===== src/rtl/park_pkg.sv =====
// park_pkg: shared types and constants for the Park transform stage.
// Revision: 1.0
`default_nettype none

package park_pkg;

    localparam int PARK_D_WIDTH = 18;
    localparam int PARK_Q_BITS  = 15;
    localparam int PROD_WIDTH   = 2 * PARK_D_WIDTH;
    localparam int ACC_WIDTH    = 2 * PARK_D_WIDTH + 1;
    localparam int ONE_Q        = 2 ** PARK_Q_BITS;

    typedef enum logic [2:0] {
        ST_IDLE = 3'd0,
        ST_M0   = 3'd1,
        ST_M1   = 3'd2,
        ST_M2   = 3'd3,
        ST_M3   = 3'd4,
        ST_OUT  = 3'd5
    } park_state_e;

endpackage

`default_nettype wire


===== src/rtl/park_sat_trunc.sv =====
// park_sat_trunc: arithmetic shift by Q_BITS, then reduce to D_WIDTH.
// Build macro PARK_SAT_EN selects saturation; otherwise two's-complement wrap.
`default_nettype none

module park_sat_trunc #(
    parameter int D_WIDTH = 18,
    parameter int Q_BITS  = 15
) (
    input  logic signed [2*D_WIDTH:0]  acc_i,
    output logic signed [D_WIDTH-1:0]  res_o
);

    localparam int ACC_W = 2 * D_WIDTH + 1;

    logic signed [ACC_W-1:0] shifted;

    assign shifted = acc_i >>> Q_BITS;

`ifdef PARK_SAT_EN
    localparam logic signed [ACC_W-1:0] MAX_V =
        {{(ACC_W-D_WIDTH+1){1'b0}}, {(D_WIDTH-1){1'b1}}};
    localparam logic signed [ACC_W-1:0] MIN_V =
        {{(ACC_W-D_WIDTH+1){1'b1}}, {(D_WIDTH-1){1'b0}}};

    always_comb begin
        res_o = shifted[D_WIDTH-1:0];
        if (shifted > MAX_V) begin
            res_o = MAX_V[D_WIDTH-1:0];
        end else if (shifted < MIN_V) begin
            res_o = MIN_V[D_WIDTH-1:0];
        end
    end
`else
    logic unused_hi;

    assign unused_hi = ^shifted[ACC_W-1:D_WIDTH];
    assign res_o     = shifted[D_WIDTH-1:0];
`endif

endmodule

`default_nettype wire


===== src/rtl/park_seq.sv =====
// park_seq: multi-cycle Park transform (d/q from alpha/beta, sin/cos) on one shared multiplier.
// Build macro PARK_SAT_EN: saturate d/q instead of wrapping.
`default_nettype none

module park_seq
    import park_pkg::*;
#(
    parameter int D_WIDTH = PARK_D_WIDTH,
    parameter int Q_BITS  = PARK_Q_BITS
) (
    input  logic                      clk,
    input  logic                      rst,
    input  logic signed [D_WIDTH-1:0] alpha,
    input  logic signed [D_WIDTH-1:0] beta,
    input  logic signed [D_WIDTH-1:0] sin_theta,
    input  logic signed [D_WIDTH-1:0] cos_theta,
    input  logic                      start,
    output logic                      busy,
    output logic signed [D_WIDTH-1:0] d,
    output logic signed [D_WIDTH-1:0] q,
    output logic                      done
);

    localparam int PROD_W = 2 * D_WIDTH;
    localparam int ACC_W  = 2 * D_WIDTH + 1;

    park_state_e state_q, state_d;

    logic signed [D_WIDTH-1:0] alpha_q, alpha_d;
    logic signed [D_WIDTH-1:0] beta_q,  beta_d;
    logic signed [D_WIDTH-1:0] sin_q,   sin_d;
    logic signed [D_WIDTH-1:0] cos_q,   cos_d;
    logic signed [ACC_W-1:0]   accd_q,  accd_d;
    logic signed [ACC_W-1:0]   accq_q,  accq_d;
    logic signed [D_WIDTH-1:0] dout_q,  dout_d;
    logic signed [D_WIDTH-1:0] qout_q,  qout_d;
    logic                      done_q,  done_d;

    logic signed [D_WIDTH-1:0] mul_a, mul_b;
    logic signed [PROD_W-1:0]  prod;
    logic signed [ACC_W-1:0]   prod_ext;
    logic signed [D_WIDTH-1:0] d_red, q_red;

    // Operand steering for the single shared multiplier.
    always_comb begin
        mul_a = '0;
        mul_b = '0;
        case (state_q)
            ST_M0: begin mul_a = alpha_q; mul_b = cos_q; end
            ST_M1: begin mul_a = beta_q;  mul_b = sin_q; end
            ST_M2: begin mul_a = beta_q;  mul_b = cos_q; end
            ST_M3: begin mul_a = alpha_q; mul_b = sin_q; end
            default: ;
        endcase
    end

    assign prod     = mul_a * mul_b;
    assign prod_ext = $signed({prod[PROD_W-1], prod});

    park_sat_trunc #(.D_WIDTH(D_WIDTH), .Q_BITS(Q_BITS)) u_red_d (
        .acc_i (accd_q),
        .res_o (d_red)
    );

    park_sat_trunc #(.D_WIDTH(D_WIDTH), .Q_BITS(Q_BITS)) u_red_q (
        .acc_i (accq_q),
        .res_o (q_red)
    );

    always_comb begin
        state_d = state_q;
        alpha_d = alpha_q;
        beta_d  = beta_q;
        sin_d   = sin_q;
        cos_d   = cos_q;
        accd_d  = accd_q;
        accq_d  = accq_q;
        dout_d  = dout_q;
        qout_d  = qout_q;
        done_d  = 1'b0;
        case (state_q)
            ST_IDLE: begin
                if (start) begin
                    alpha_d = alpha;
                    beta_d  = beta;
                    sin_d   = sin_theta;
                    cos_d   = cos_theta;
                    state_d = ST_M0;
                end
            end
            ST_M0: begin
                accd_d  = prod_ext;
                state_d = ST_M1;
            end
            ST_M1: begin
                accd_d  = accd_q + prod_ext;
                state_d = ST_M2;
            end
            ST_M2: begin
                accq_d  = prod_ext;
                state_d = ST_M3;
            end
            ST_M3: begin
                accq_d  = accq_q - prod_ext;
                state_d = ST_OUT;
            end
            ST_OUT: begin
                dout_d  = d_red;
                qout_d  = q_red;
                done_d  = 1'b1;
                state_d = ST_IDLE;
            end
            default: state_d = ST_IDLE;
        endcase
    end

    always_ff @(posedge clk or posedge rst) begin
        if (rst) begin
            state_q <= ST_IDLE;
            alpha_q <= '0;
            beta_q  <= '0;
            sin_q   <= '0;
            cos_q   <= '0;
            accd_q  <= '0;
            accq_q  <= '0;
            dout_q  <= '0;
            qout_q  <= '0;
            done_q  <= 1'b0;
        end else begin
            state_q <= state_d;
            alpha_q <= alpha_d;
            beta_q  <= beta_d;
            sin_q   <= sin_d;
            cos_q   <= cos_d;
            accd_q  <= accd_d;
            accq_q  <= accq_d;
            dout_q  <= dout_d;
            qout_q  <= qout_d;
            done_q  <= done_d;
        end
    end

    assign busy = (state_q != ST_IDLE);
    assign d    = dout_q;
    assign q    = qout_q;
    assign done = done_q;

endmodule

`default_nettype wire

===== config.mk =====
export PLATFORM = sky130hd
export DESIGN_NAME = park_seq
export DESIGN_NICKNAME = d
export VERILOG_FILES = /design/src/rtl/park_pkg.sv /design/src/rtl/park_sat_trunc.sv /design/src/rtl/park_seq.sv
export SDC_FILE = /design/constraint.sdc
export NUM_CORES = 1
export LEC_CHECK = 0
export CAP_MARGIN = 40
export CORE_ASPECT_RATIO = 2
export CORE_MARGIN = 2
export CORE_UTILIZATION = 60
export CTS_CLUSTER_SIZE = 30
export DETAILED_ROUTE_END_ITERATION = 6
export GPL_ROUTABILITY_DRIVEN = 0
export MAX_ROUTING_LAYER = met4
export PLACE_DENSITY = 0.85
export SLEW_MARGIN = 40
export SYNTH_ARGS = -nofsm -noshare
export SYNTH_HDL_FRONTEND = slang
export SYNTH_SLANG_ARGS = --single-unit

===== constraint.sdc =====
create_clock -name clk -period 29.1 [get_ports clk]
set_input_delay 5.82 -clock clk [delete_from_list [all_inputs] [get_ports clk]]
set_output_delay 5.82 -clock clk [all_outputs]
set_load 0.005 [all_outputs]

==> results.py <==
metrics = {
    "synth": {
        "synth_top_flop_cell": "dfrtp_1",
        "yosysTopAreaCell": "fa_1",
        "netlist.area_leader.share_pct": 28.0,
        "syn_nets": 2938,
        "yosysMostFrequentCell": "inv_1",
        "syn_area_um2": 22000,
        "synth_edf_count": 0,
        "synth_commonest_cells": "385 x inv_1, 308 x fa_1, 282 x nor2_1",
        "ys_warn_count": 0,
        "synth-seq-area-share_pct": 20.3,
        "avgSynthCellArea_um2": 9.13,
        "synth_cells": 2409,
        "synth_cell_type_count": 82,
        "synth_seq_cells": 178,
        "synthArstFlopShare_pct": 100,
        "synth.area.top_cells": "fa_1 28%, dfrtp_1 20%, ha_1 8.3%, inv_1 6.6%, nor2_1 4.8%",
    },
    "finish": {
        "drive_gt1_share_pct": 7.84,
        "finalNetCount": 3030,
        "diodes": 0,
        "area_growth_syn_to_layout_pct": 10.8,
        "finalNonFillerCells": 2968,
    },
    "floorplan": {
        "fp.coreArea_um2": 36300,
        "fp-row-count": 99,
        "fp.dieArea_um2": 38300,
        "dieWidth_um": 139,
        "die-height_um": 275,
        "start_util_pct": 60.6,
        "io-pin-count": 113,
    },
    "clock_tree": {
        "insertion_delay_ps": 510,
        "cts_htree_levels": 4,
        "root_buffer": "clkbuf_16",
        "cts.repair.resized": 0,
        "postCtsSetupRepairBufs": 0,
        "cts.sinks": 178,
        "clk_pin_slew_ps": 90,
        "clockBufferDepth": 2,
        "cts_hold_buf": 0,
        "cts_made_buffers": 17,
        "tritoncts": "done",
    },
    "critical_path": {
        "arrival_ps": 11840,
        "rr_startpoint": "state_q[0]$_DFFE_PP0P_",
        "crit_top_cell": "ha_1",
        "reg2reg_depth": 38,
        "crit_required_ps": 29530,
        "criticalPathCategory": "reg2reg",
        "cp-start-kind": "flip-flop",
        "r2r_end": "accq_q[32]$_DFFE_PP0P_",
        "rrSetupSlack_ps": 17690,
        "crit_slowest_cell": "nor2b_2",
        "crit_path_end_kind": "flip-flop",
        "path_max_fanout": 35,
        "cp_top_family": "compound AO/OA/AOI/OAI gates",
        "cpPeakStageDelay_ps": 640,
        "critPathBufInv": 5,
    },
    "global_route": {
        "grt_pass1_wl_um": 108000,
        "antenna_found_initial": 0,
        "grt_pass1_vias": 20600,
        "grt-ovfl-total": 0,
        "grt.total_usage_pct": 37.6,
        "grt_max_degree": 112,
    },
    "job": {
        "max-cap-violations": 0,
    },
    "routing": {
        "drt-vias-per-instance": 6.39,
        "vias": 19000,
        "drcViolationCount": 45,
        "wirelength_um": 67200,
        "drt_pass1_iterations": 7,
        "wl_per_cell_um": 22.6,
        "drt_iter0_markers": 1641,
        "antenna_left": 0,
    },
    "min_path": {
        "hold_depth": 2,
        "worstHoldStart": "d[12]$_DFFE_PP0P_",
        "hold_class": "reg2reg",
        "min_to": "d[12]$_DFFE_PP0P_",
    },
    "placed_design": {
        "io_buffers": 112,
        "dp_cells": 2933,
        "dp_hpwl_um": 51200,
    },
    "sta": {
        "fmaxAchievable_ghz": 0.0876,
        "tns_ps": 0,
        "hold_viol_final": 0,
        "worst_pin_slew_ps": 833,
        "min_period_ps": 11410,
        "fin_crit_sh_pct": 39.2,
        "final-setup-viol-count": 0,
        "slew_violations": 0,
        "clock-skew-final_ps": 28.7,
        "rsz0062_at_grt": "false",
        "slew_headroom_pct": 44.1,
    },
    "outcome": {
        "violations": "DRC",
        "run_status": "finished, violations left",
    },
}
kinds of logic (layout without fill, tap and decap cells):
logic type / Yosys count / count (layout) / share of synthesized area [%]
and+or+nand+nor: 706 / 706 / 13.8
buffers and inverters: 482 / 587 / 8.29
adders and majority gates: 461 / 461 / 36.7
AOI/OAI and AO/OA: 414 / 414 / 13.3
DFF: 178 / 178 / 20.3
xor gates and xnor gates: 90 / 90 / 3.65
muxes: 78 / 78 / 3.96
cell type report:
cell class | count | area (um2)
fillers | 2707 | 11900
flip-flops and latches | 178 | 4450
well taps | 454 | 568
multi-input cells | 1749 | 15700
repair buffers | 162 | 1490
inverters | 393 | 1490
clock buffers | 17 | 425
clock inverters | 15 | 200
worst reg2reg max path, delay by kind of cell, from the launching register on:
family | cells | cell delay [ps]
AOI/OAI and AO/OA | 14 | 3940
adders and majority gates | 10 | 3810
xor gates and xnor gates | 1 | 370
muxes | 1 | 270
DFF | 1 | 450
and+or+nand+nor | 7 | 1670
buffers and inverters | 5 | 860
worst max-delay path by stage:
stage,from,to,depth (start not counted)
after global routing,state_q[0]$_DFFE_PP0P_,accq_q[32]$_DFFE_PP0P_,38
after detailed placement,state_q[1]$_DFFE_PP0P_,accq_q[32]$_DFFE_PP0P_,37
final,state_q[0]$_DFFE_PP0P_,accq_q[32]$_DFFE_PP0P_,38
after CTS,state_q[1]$_DFFE_PP0P_,accq_q[32]$_DFFE_PP0P_,37
after floorplan,rst,accd_q[0]$_DFFE_PP0P_,1
after global placement,state_q[1]$_DFFE_PP0P_,accq_q[32]$_DFFE_PP0P_,37
sequential cells by signal (all words and copies together), names as in the netlist:
| register | flops |
|---|---|
| accd_q | 33 |
| accq_q | 33 |
| alpha_q | 18 |
| beta_q | 18 |
| cos_q | 18 |
| d | 18 |
| q | 18 |
| sin_q | 18 |
| state_q | 3 |
| done | 1 |
layout by cell type, fill, tap and decap left out, drive strengths merged, types with 12 or more instances in the layout:
master | Yosys | routed
a22o | 29 | 29
o21ai | 63 | 63
mux2 | 72 | 72
xor2 | 33 | 33
clkbuf | 74 | 18
xnor2 | 56 | 56
buf | 15 | 49
nand3 | 24 | 24
dfrtp | 178 | 178
nand2b | 14 | 14
a21o | 31 | 31
nor3 | 22 | 22
a21oi | 91 | 91
and3 | 16 | 16
fa | 308 | 308
nand2 | 269 | 269
and2 | 12 | 12
a31oi | 15 | 15
nor2 | 282 | 282
o21bai | 19 | 19
ha | 146 | 146
a221oi | 23 | 23
clkdlybuf4s50 | 0 | 112
inv | 390 | 397
or2 | 12 | 12
a211oi | 19 | 19
a22oi | 45 | 45
layer usage:
metal | track usage (%) | routed length, um
met5 | - | 0
met4 | 30.1 | 6730
met3 | 8.51 | 5600
met2 | 62.8 | 33700
met1 | 37.5 | 21100
stage by stage:
step                util (%)  hold WS (ps)  setup slack (ps)  area [um2]
detailed placement      65.3           461             17930       23700
global placement        65.2           462             18200       23700
global route            67.1           503             17260       24300
finish                  67.1           479             17690       24300
CTS                     67.0           482             17850       24300
floorplan                  -           462             18450       22000
Power is not shown: default switching activity piles up to over one toggle a cycle in this logic, so the estimate is an artifact.
